**src/rtl/fifo_uart_pkg.sv**
```systemverilog
// Shared types and defaults for the FIFO-fed UART transmitter.
// Optional even-parity bit is enabled by defining FIFO_UART_TX_PARITY_EN.
package fifo_uart_pkg;

   // Defaults shared with the synchronous FIFO so both ends agree on word size
   localparam int unsigned DEFAULT_WIDTH        = 8;
   localparam int unsigned DEFAULT_CLKS_PER_BIT = 16;

   localparam int unsigned STATE_W = 3;

   typedef enum logic [STATE_W-1:0] {
      IDLE   = 3'd0,
      FETCH  = 3'd1,
      LATCH  = 3'd2,
      START  = 3'd3,
      DATA   = 3'd4,
      PARITY = 3'd5,
      STOP   = 3'd6
   } state_t;

endpackage

```
**src/rtl/uart_baud_cnt.sv**
```systemverilog
// Bit-period counter: counts 0..CLKS_PER_BIT-1 and flags the terminal count.
// pre_tick flags the cycle just before the terminal count so registered
// consumers can line up a pulse with the last cycle of a bit.
module uart_baud_cnt
   import fifo_uart_pkg::*;
#(
   parameter int unsigned CLKS_PER_BIT = DEFAULT_CLKS_PER_BIT,
   parameter int unsigned CNT_WIDTH    = $clog2(CLKS_PER_BIT)
) (
   input  logic clk,
   input  logic rst,
   input  logic clear,
   output logic tick,
   output logic pre_tick
);

   localparam logic [CNT_WIDTH-1:0] LAST_CNT = CNT_WIDTH'(CLKS_PER_BIT - 1);
   localparam logic [CNT_WIDTH-1:0] PRE_CNT  = CNT_WIDTH'(CLKS_PER_BIT - 2);

   logic [CNT_WIDTH-1:0] cnt;
   logic [CNT_WIDTH-1:0] cnt_nxt;

   // Next count: restart on clear or after the terminal count
   always_comb begin
      cnt_nxt = cnt + CNT_WIDTH'(1);
      if (clear || (cnt == LAST_CNT)) begin
         cnt_nxt = '0;
      end
   end

   // Count register with flags decoded from the next count so they are registered
   always_ff @(posedge clk) begin
      if (rst) begin
         cnt      <= '0;
         tick     <= 1'b0;
         pre_tick <= 1'b0;
      end else begin
         cnt      <= cnt_nxt;
         tick     <= (cnt_nxt == LAST_CNT);
         pre_tick <= (cnt_nxt == PRE_CNT);
      end
   end

endmodule

```
**src/rtl/fifo_uart_tx.sv**
```systemverilog
// FIFO-draining UART transmitter: pops one word per frame through the FIFO
// read port and sends start, WIDTH data bits LSB first, optional even parity
// (macro FIFO_UART_TX_PARITY_EN), and one stop bit on tx.
module fifo_uart_tx
   import fifo_uart_pkg::*;
#(
   parameter int unsigned WIDTH        = DEFAULT_WIDTH,
   parameter int unsigned CLKS_PER_BIT = DEFAULT_CLKS_PER_BIT,
   parameter int unsigned CNT_WIDTH    = $clog2(CLKS_PER_BIT)
) (
   input  logic             clk,
   input  logic             rst,
   input  logic             fifo_empty,
   input  logic [WIDTH-1:0] fifo_r_data,
   input  logic             fifo_rd_error,
   output logic             fifo_rd_en,
   output logic             tx,
   output logic             busy,
   output logic             tx_done,
   output logic             underflow_err
);

   localparam int unsigned       IDX_W    = (WIDTH > 1) ? $clog2(WIDTH) : 1;
   localparam logic [IDX_W-1:0]  LAST_IDX = IDX_W'(WIDTH - 1);

   state_t           state;
   state_t           next_state;
   logic [WIDTH-1:0] shreg;
   logic [WIDTH-1:0] shreg_nxt;
   logic [IDX_W-1:0] bit_idx;
   logic [IDX_W-1:0] bit_idx_nxt;
   logic             tx_nxt;
   logic             rd_en_nxt;
   logic             busy_nxt;
   logic             done_nxt;
   logic             baud_clear;
   logic             tick;
   logic             pre_tick;
   logic             rd_en_d;
`ifdef FIFO_UART_TX_PARITY_EN
   logic             par;
   logic             par_nxt;
`endif

   uart_baud_cnt #(
      .CLKS_PER_BIT (CLKS_PER_BIT),
      .CNT_WIDTH    (CNT_WIDTH)
   ) u_baud (
      .clk      (clk),
      .rst      (rst),
      .clear    (baud_clear),
      .tick     (tick),
      .pre_tick (pre_tick)
   );

   // State register
   always_ff @(posedge clk) begin
      if (rst) begin
         state <= IDLE;
      end else begin
         state <= next_state;
      end
   end

   // Next-state: FETCH/LATCH are single cycles, serial bits advance on tick
   always_comb begin
      next_state = state;
      case (state)
         IDLE:  if (!fifo_empty) next_state = FETCH;
         FETCH: next_state = LATCH;
         LATCH: next_state = START;
         START: if (tick) next_state = DATA;
         DATA: begin
            if (tick && (bit_idx == LAST_IDX)) begin
`ifdef FIFO_UART_TX_PARITY_EN
               next_state = PARITY;
`else
               next_state = STOP;
`endif
            end
         end
`ifdef FIFO_UART_TX_PARITY_EN
         PARITY: if (tick) next_state = STOP;
`endif
         STOP: begin
            if (tick) begin
               next_state = fifo_empty ? IDLE : FETCH;
            end
         end
         default: next_state = IDLE;
      endcase
   end

   // Output/datapath next values; tx follows the state being entered
   always_comb begin
      shreg_nxt   = shreg;
      bit_idx_nxt = bit_idx;
      rd_en_nxt   = (next_state == FETCH);
      busy_nxt    = (next_state != IDLE);
      done_nxt    = (state == STOP) && pre_tick;
      baud_clear  = (state == LATCH);
`ifdef FIFO_UART_TX_PARITY_EN
      par_nxt     = par;
`endif

      if (state == LATCH) begin
         shreg_nxt   = fifo_r_data;
         bit_idx_nxt = '0;
`ifdef FIFO_UART_TX_PARITY_EN
         par_nxt     = ^fifo_r_data;
`endif
      end else if ((state == DATA) && tick) begin
         shreg_nxt   = shreg >> 1;
         bit_idx_nxt = (bit_idx == LAST_IDX) ? '0 : bit_idx + IDX_W'(1);
      end

      tx_nxt = 1'b1;
      case (next_state)
         START:  tx_nxt = 1'b0;
         DATA:   tx_nxt = shreg_nxt[0];
`ifdef FIFO_UART_TX_PARITY_EN
         PARITY: tx_nxt = par_nxt;
`endif
         default: tx_nxt = 1'b1;
      endcase
   end

   // Registered outputs and datapath
   always_ff @(posedge clk) begin
      if (rst) begin
         tx         <= 1'b1;
         fifo_rd_en <= 1'b0;
         busy       <= 1'b0;
         tx_done    <= 1'b0;
         shreg      <= '0;
         bit_idx    <= '0;
         rd_en_d    <= 1'b0;
`ifdef FIFO_UART_TX_PARITY_EN
         par        <= 1'b0;
`endif
      end else begin
         tx         <= tx_nxt;
         fifo_rd_en <= rd_en_nxt;
         busy       <= busy_nxt;
         tx_done    <= done_nxt;
         shreg      <= shreg_nxt;
         bit_idx    <= bit_idx_nxt;
         rd_en_d    <= fifo_rd_en;
`ifdef FIFO_UART_TX_PARITY_EN
         par        <= par_nxt;
`endif
      end
   end

   // Sticky underflow: FIFO error reported in the cycle after our read pulse
   always_ff @(posedge clk) begin
      if (rst) begin
         underflow_err <= 1'b0;
      end else if (rd_en_d && fifo_rd_error) begin
         underflow_err <= 1'b1;
      end
   end

endmodule

```
**config.mk**
```make
export PLATFORM = sky130hd
export DESIGN_NAME = fifo_uart_tx
export DESIGN_NICKNAME = d
export VERILOG_FILES = /design/src/rtl/fifo_uart_pkg.sv /design/src/rtl/uart_baud_cnt.sv /design/src/rtl/fifo_uart_tx.sv
export SDC_FILE = /design/constraint.sdc
export NUM_CORES = 1
export LEC_CHECK = 0
export CAP_MARGIN = 20
export CORE_UTILIZATION = 54
export DETAILED_ROUTE_END_ITERATION = 8
export DONT_BUFFER_PORTS = 1
export HOLD_SLACK_MARGIN = 0.03
export PLACE_DENSITY = 0.72
export SYNTH_ARGS = -nofsm -noshare
export SYNTH_HDL_FRONTEND = slang
export SYNTH_SLANG_ARGS = --single-unit
```
**constraint.sdc**
```tcl
create_clock -name clk -period 1.3 [get_ports clk]
set_input_delay 0.065 -clock clk [delete_from_list [all_inputs] [get_ports clk]]
set_output_delay 0.065 -clock clk [all_outputs]
set_load 0.02 [all_outputs]
```
Word-level counts from Yosys, hierarchy flattened
Cells that the tools add are included.

Input port bits: 12. Register bits: 26. Output and inout port bits: 5.

Add/sub/neg operators: 2. Equal/unequal tests: 12. Muxes and demuxes: 11. Reduce and logical (&&, ||, !) cells: 9.

Operator list (count): 3-bit case mux with 6 select lines (1); 8-bit two-way mux (2); 3-bit two-way mux (5); 3-bit == test (second input constant) (4); 4-bit == test (second input constant) (3); 3-bit by 2-bit == test with 1-bit output (second input constant) (3); 3-bit by 1-bit == test with 1-bit output (second input constant) (2); 4-bit by 1-bit adder with 4-bit output (second input constant) (1); 1-bit logical AND (4); 4-bit two-way mux (1); 3-bit by 1-bit adder with 3-bit output (second input constant) (1); 3-bit logical NOT (1); 3-bit nonzero test (1); 1-bit case mux with 2 select lines (1); 2-bit nonzero test (1); 2-bit OR reduction (1); 1-bit logical OR (1); 1-bit two-way mux (1).

Longest topological paths before layout
Gate-level depths: netlist (run 1).

Depth in word-level cells: 6. Mapped depth: 7. Mapped depth without buffers: 6.

Cells and area by module
Synthesis (run 1) repeated with hierarchy kept, for this count alone.

Cells, all modules: 126. Area, all modules: 1239.9 µm².

By module, submodules not included: fifo_uart_tx (times used 1, seq. area each 400.4 µm², area an instance 1018.5 µm², cells an instance 106); uart_baud_cnt (times used 1, seq. area each 120.1 µm², area an instance 221.5 µm², cells an instance 20).

Worst setup path after synthesis (run 1)
OpenSTA, ideal clock, no wires.

Path type: register to register. Start point: register state[0]. End point: register shreg[0]. Period minus slack after synthesis: 1.326 ns. Arrival: 1.194 ns. Path buffers: 1. Required time: 1.168 ns. Library setup time: 0.132 ns. Cell stages (with the launch flop): 6. Path slack: -0.026 ns. Path through: dfxtp_1 > buf_2 > and4bb_4 > mux2_2 > nand2_1 > a21oi_1.

Cells in the longest elaborated chain, start to end: 4. Elaborated cells between the ends (all ways): 5. Classes of those cells: 2 x eq/ne; 2 x mux; 1 x reduce/logical.

RTL lines: start: declaration (line fifo_uart_tx.sv:26) `state_t state;`; start signal: assignment (line fifo_uart_tx.sv:61) `state <= next_state;`; 3-bit == test (line fifo_uart_tx.sv:112) `end else if ((state == DATA) && tick) begin`; 1-bit logical AND (line fifo_uart_tx.sv:112); 8-bit two-way mux (line fifo_uart_tx.sv:112); 8-bit two-way mux * (line fifo_uart_tx.sv:106) `if (state == LATCH) begin`; end signal: assignment (line fifo_uart_tx.sv:146) `shreg <= shreg_nxt;`; end: declaration (line fifo_uart_tx.sv:28) `logic [WIDTH-1:0] shreg;`.

Every way passes the cells marked *; elsewhere a longest branch is shown, timed or not. The select of a mux whose other input is x is not followed. A chain may end at the register's enable or synchronous reset.

Worst setup path after layout (run 1)
Start point: register state[0]. End point: register shreg[6].

Cells in the longest elaborated chain, start to end: 3. Elaborated cells between the ends (all ways): 5. Classes of those cells: 2 x eq/ne; 1 x mux; 2 x reduce/logical.

RTL lines (line): 3-bit == test (fifo_uart_tx.sv:112); 1-bit logical AND (fifo_uart_tx.sv:112); 2-bit nonzero test (no source line).

Parallel ways exist; a longest one is shown, timed or not.

==> results of run 1 <==
==> cells by family (layout without fill, tap and decap cells) <==
logic type      after synthesis  after routing  synth area share (%)
simple gates                 38             38                  19.2
compound gates               26             26                  15.1
flops                        26             26                  45.7
buf+inv                      12             22                  6.26
mux                          10             10                  8.90
fa+ha+maj                     3              3                  3.30
xor+xnor                      2              2                  1.54
==> critical path: stages (launching register included) <==
cell      delay (ns)
dfxtp_4         0.39
and4bb_4        0.37
buf_4           0.14
mux2i_1         0.21
a211oi_1        0.09
==> cell usage after synthesis <==
cell / count
o21bai_1: 1
buf_4: 2
mux2_2: 1
nand3b_1: 3
nor2_1: 15
o211ai_1: 1
a21o_1: 1
ha_1: 3
nand2b_1: 3
o32ai_1: 1
clkbuf_2: 1
o22ai_1: 1
a211oi_1: 8
nor3_1: 1
mux2i_1: 9
nor2b_1: 1
a31oi_1: 2
clkbuf_1: 2
inv_1: 5
nand4b_1: 3
a21oi_1: 8
o21ai_0: 1
nor4b_1: 1
nor3b_1: 2
xnor2_1: 2
buf_2: 1
nand3_1: 1
or2_2: 1
dfxtp_1: 26
and4bb_4: 1
a22oi_1: 1
a311oi_1: 1
nand2_1: 5
buf_12: 1
nand2b_4: 1
==> worst max-delay path by stage <==
stage / startpoint / to
final: state[0] / shreg[6]
after detailed placement: bit_idx[0] / busy
after global routing: state[0] / shreg[6]
after global placement: state[1] / fifo_rd_en
after floorplan: state[0] / shreg[0]
after CTS: bit_idx[0] / busy
==> per-layer routing <==
layer	track usage [%]	part of all wire [%]	up-vias
met5	0	0	-
met4	3.33	0.62	0
met3	7.92	3.1	2
met2	32.7	53	12
met1	22.7	44	398
li1	-	-	438
==> registers in the layout, summed over array words and instances (netlist names) <==
register	cells
shreg	8
u_baud.cnt	4
bit_idx	3
state	3
busy	1
fifo_rd_en	1
rd_en_d	1
tx	1
tx_done	1
u_baud.pre_tick	1
u_baud.tick	1
underflow_err	1
==> cells in the final DEF (no fill, tap or decap), types with 3 or more instances in the layout <==
cell,synthesis,final
a211oi_1,8,8
a21oi_1,8,8
buf_4,2,9
clkbuf_4,0,3
dfxtp_1,26,19
dfxtp_2,0,5
inv_1,5,4
mux2i_1,9,9
nand2_1,5,3
nand3b_1,3,3
nand4b_1,3,3
nor2_1,15,15
==> per-stage QoR <==
| stage | cell area [µm²] | std cells | TNS, ns | utilization (%) | setup WS [ns] |
|---|---|---|---|---|---|
| floorplan | 1150 | 117 | 0 | - | 0.00110 |
| global placement | 1220 | 148 | 0 | 61.6 | 0.0417 |
| detailed placement | 1220 | 148 | -0.0335 | 61.6 | -0.0154 |
| CTS | 1300 | 154 | -0.0588 | 65.5 | -0.0268 |
| global route | 1340 | 154 | -0.222 | 67.5 | -0.0605 |
| finish | 1340 | 154 | -0.00881 | 67.5 | -0.00881 |
==> where the power goes <==
part,switching [W],internal (W)
combinational,0.000114,0.000118
clock,0.000230,0.000312
sequential,0.0000563,0.000858
==> final cells by class <==
| cell class | instances | share of cell area, % |
|---|---|---|
| multi-input combinational | 79 | 43.3 |
| sequential | 26 | 39.9 |
| timing repair buffer | 13 | 8.89 |
| tap | 27 | 2.53 |
| clock inverter | 1 | 2.25 |
| clock buffer | 3 | 1.68 |
| inverter | 5 | 1.40 |
==> repair_timing <==
action / in CTS / in global routing
setup buffers: 0 / 0
hold endpoints to repair: 23 / 16
endpoints found under the setup margin: 7 / 15
pin swaps: 1 / 6
gates resized for setup: 2 / 16
==> results.md, run 1 <==
* Outcome: finished, violations left
* Failing checks: hold timing, setup timing
* Actual slew at the worst max-slew pin at 0.287 ns
* Reg2reg start: state[0]
* Leak at 0.485 nW
* Total power at 0.00169 W
* Final wirelength at 2080 µm
* Synth Register Bits at 26
* Setup crit start kind: flop
* WHS at -0.214 ns
* MaxCap Viol Count at 0
* First-pass GRT wire length at 3020 µm
* Initial Util at 57.4%
* H-tree depth at 1
* # port buffers at 0
* R2R Path End: shreg[6]
* Final setup fails at 1
* FF/Latch Area at 534 µm²
* RePlAce Congestion at 0.765
* Fin. max-slew vios at 0
* R2r setup slk at -0.009 ns
* Crit end category: flop
* Worst Path Arrival at 1.52 ns
* PD cells at 1260 nW/µm²
* Clock-pin transition on the worst setup and hold timing paths at 0.14 ns
* Number of buffers created by CTS at 3
* Row cnt at 16
* Root Buffer Master: clkbuf_4
* Area leader, netlist: dfxtp_1
* Area grow syn2layout at 17.5%
* Synth top area share at 45.7%
* CP required at 1.51 ns
* Relative slew slack at 80.7%
* Inserted Diodes at 0
* CTS tree: done
* Antenna violations before repair at 0
* Maximum VDD drop at 1.05 mV
* Synth Cell Area at 1140 µm²
* Max Root-Sink Buffers at 2
* Syn avg cell area at 9.73 µm²
* Drt drc at 0
* Multi-input logic area at 579 µm²
* Remaining global-route overflow at 0
* CTS Hold Bufs at 2
* Clk sink count at 26
* Hold Fails Final Rpt at 14
* Fill cells at 165
* Yosys warning count at 0
* WS Path Type: flop to flop
* Drt first pass iters at 4
* Synth unique cells at 35
* Crit share post-route at 101%
* Top cells by area, synth: dfxtp_1, mux2i_1, a211oi_1
* Hold Path Depth at 1
* Worst-case reg-to-reg path depth at 4
* Post-layout min period at 1.31 ns
* Syn Inst Count at 117
* Mapped Nets at 132
* Gr usage total at 19.1%
* Worst Hold Path EP: state[1]
* Io pins at 17
* Clk Latency, worst-skew pair at 0.32 ns
* Peak Freq at 0.764 GHz
* Critical Path Fanout Max at 6
* Seq/Total Area, Yosys at 45.7%
* Die area at 2300 µm²
* Share of cells above drive strength 1 at 27.6%
* Final net count at 143
* Die height at 47.9 µm
* Setup WS post-layout at -0.00881 ns
* Clock skew at 0.0107 ns
* Final ANT Viol Nets at 0
* Hpwl dp at 1480 µm
* Vias in the first global route at 750
* Min-delay src: rst
* Largest net degree at the start of global routing at 20
* Die W at 47.9 µm
* DR WL/cell at 13.5 µm
* Unrepaired setup endpoints after global routing: yes
* Core ar. at 1980 µm²
* Vias/cell at 5.52
* Via count at 850
* Drt initial violations at 10
* HP Class: input port to flop
No activity file was read; power rests on OpenSTA's default activity.
==> run 2, diff against run 1 <==
- REMOVE_ABC_BUFFERS: unset -> 1
==> results.md, run 2 (synthesis results as in run 1) <==
* Vias/cell at 5.83 (+5.6%)
* Maximum VDD drop at 0.776 mV (-26%)
* Initial Util at 57.4% (unchanged)
* Fin. max-slew vios at 0 (unchanged)
* Unrepaired setup endpoints after global routing: yes
* CP bufs+invs at 4 (+3)
* Final ANT Viol Nets at 0 (unchanged)
* Worst-case reg-to-reg path depth at 6 (+2)
* Switching Fraction at 25.1% (+1.3 points)
* Largest register FFs at 8 (unchanged)
* Max Root-Sink Buffers at 2 (unchanged)
* Outcome: finished, violations left
* Worst Hold Path EP: state[1]
* WHS at -0.219 ns (-0.00583 ns)
* Reg2reg start: state[1]
* Post-DP Area at 1190 µm² (-2.8%)
* Root Buffer Master: clkbuf_4
* Total power at 0.00173 W (+2.2%)
* Flop pwr share at 53.3% (-0.9 points)
* Hpwl dp at 1620 µm (+9.9%)
* HP Class: input port to flop
* Share of cells above drive strength 1 at 34.4% (+6.8 points)
* Most frequent cells in the layout: dfxtp_1, nor2_1, buf_4
* Hold Fails Final Rpt at 17 (+3)
* Crit-path cells: buf_6 -> inv_1 -> a211oi_2 -> o21bai_1 -> buf_4 -> inv_1
* Top Registers: shreg x8, u_baud.cnt x4
* Cell-internal power at 0.00129 W (+0.45%)
* # port buffers at 0 (unchanged)
* R2r setup slk at -0.04 ns (-0.03 ns)
* Vias in the first global route at 866 (+15%)
* First-pass GRT wire length at 3530 µm (+17%)
* Remaining global-route overflow at 0 (unchanged)
* Gate power share at 14.5% (+0.8 points)
* Fin area at 1430 µm² (+6.6%)
* Actual slew at the worst max-slew pin at 0.280 ns (-0.00697 ns)
* H-tree depth at 1 (unchanged)
* Leak at 0.524 nW (+8.1%)
* Crit-path max cell delay at 0.39 ns (about the same)
* Core ar. at 1980 µm² (unchanged)
* Gr usage total at 22.3% (+3.2 points)
* Dpl ws at -0.0912 ns (-0.0758 ns)
* Area grow syn2layout at 25.3%
* Inserted Diodes at 0 (unchanged)
* Drt initial violations at 22 (+12)
* WS Path Type: flop to flop
* Post-layout min period at 1.34 ns (+0.0303 ns)
* CP required at 1.53 ns (+0.02 ns)
* Non-Filler Instances at 158 (+2.6%)
* Biggest register: shreg
* CTS tree: done
* Via count at 921 (+8.4%)
* Clk sink count at 26 (unchanged)
* Slowest stage cell, crit path: dfxtp_4
* Relative slew slack at 81.3% (+0.56 points)
* Setup WS post-layout at -0.0391 ns (-0.0303 ns)
* MaxCap Viol Count at 0 (unchanged)
* R2R Path End: state[0]
* Commonest non-fill, non-tap cell in the layout: dfxtp_1
* Failing checks: hold timing, setup timing
* Crit share post-route at 103% (+2.3 points)
* PD cells at 1210 nW/µm² (-4.1%)
* Die area at 2300 µm² (unchanged)
* Peak Freq at 0.747 GHz (-2.3%)
* Fill cells at 138 (-16%)
* Io pins at 17 (unchanged)
* Family with the most delay on the worst path: buffers and inverters
* Clock skew at 0.00990 ns (-0.000824 ns)
* Largest net degree at the start of global routing at 20 (unchanged)
* Worst Path Arrival at 1.57 ns (+0.05 ns)
* Crit end category: flop
* Clock-pin transition on the worst setup and hold timing paths at 0.15 ns (about the same)
* Die W at 47.9 µm (unchanged)
* Critical Path Fanout Max at 5 (-1)
* DR WL/cell at 15.7 µm (+16%)
* Portion of total power attributed to the clock network at 32.3% (+0.2 points)
* Sw power at 0.000432 W (+8.0%)
* Drt first pass iters at 4 (unchanged)
* Hold Path Depth at 1 (unchanged)
* Number of buffers created by CTS at 3 (unchanged)
* Setup crit start kind: flop
* Final net count at 147 (+2.8%)
* Die height at 47.9 µm (unchanged)
* Row cnt at 16 (unchanged)
* Min-delay src: rst
* RePlAce Congestion at 0.898 (+17%)
* Crit-path most repeated cell: inv_1
* CTS Hold Bufs at 2 (unchanged)
* Final wirelength at 2480 µm (+19%)
* Drt drc at 0 (unchanged)
* Clk Latency, worst-skew pair at 0.32 ns (about the same)
* Placed insts at 146 (-1.4%)
* Antenna violations before repair at 0 (unchanged)
* Final setup fails at 4 (+3)
run 2: cell types whose count changed in the layout (fill, tap and decap cells not counted), sizes merged:
cell and change:
buf +4
run 2: through the flow:
step | utilization (%) | setup TNS, ns
after floorplan | - | -0.628
final | 72.0 | -0.0647
after detailed placement | 59.9 | -0.118
after global placement | 59.9 | -0.0499
after CTS | 65.8 | 0
after global routing | 72.0 | -0.352
run 2: final cells by class:
class / instances / area (µm²) / share of cell area [%]
multi-input combinational: 79 / 639 / 44.8
sequential: 26 / 534 / 37.5
timing repair buffer: 17 / 148 / 10.4
tap: 27 / 33.8 / 2.37
clock inverter: 1 / 30.0 / 2.11
clock buffer: 3 / 22.5 / 1.58
inverter: 5 / 18.8 / 1.32
run 2: worst register-to-register path: stages (launching register included):
cell and delay, ns:
dfxtp_4 0.39, buf_6 0.13, inv_1 0.16, a211oi_2 0.11, o21bai_1 0.26, buf_4 0.17
inv_1 0.03
run 2: how the worst max path moves through the flow:
stage	from	endpoint	slack [ns]	depth (start not counted)
after floorplan	state[2]	u_baud.tick	-0.12	4
after global placement	bit_idx[0]	busy	-0.05	6
after detailed placement	bit_idx[0]	busy	-0.09	6
after CTS	state[1]	tx	0.002	4
after global routing	state[1]	state[0]	-0.05	6
final	state[1]	state[0]	-0.04	6
run 2: timing repair:
item	4_1_cts	5_1_grt
hold endpoints to repair	20	17
pin swaps	4	13
buffers inserted	2	4
resized for setup	10	22
setup endpoints to repair	9	13
run 2: power groups by stage:
stage / Combinational, W / Clock [W] / Sequential (W)
after floorplan: 0.000136 / 0 / 0.000926
after global placement: 0.000188 / 0 / 0.000926
after detailed placement: 0.000197 / 0 / 0.000931
after CTS: 0.000213 / 0.000564 / 0.000914
after global routing: 0.000272 / 0.000591 / 0.000929
final: 0.000250 / 0.000557 / 0.000919
run 2: per-layer routing:
metal  up-vias  part of all wire (%)  track usage (%)
met2        27                    52             40.5
met5         -                     0                0
met1       444                    42             23.9
met3         6                   4.4             4.15
li1        444                     -                -
met4         0                   1.7             12.8
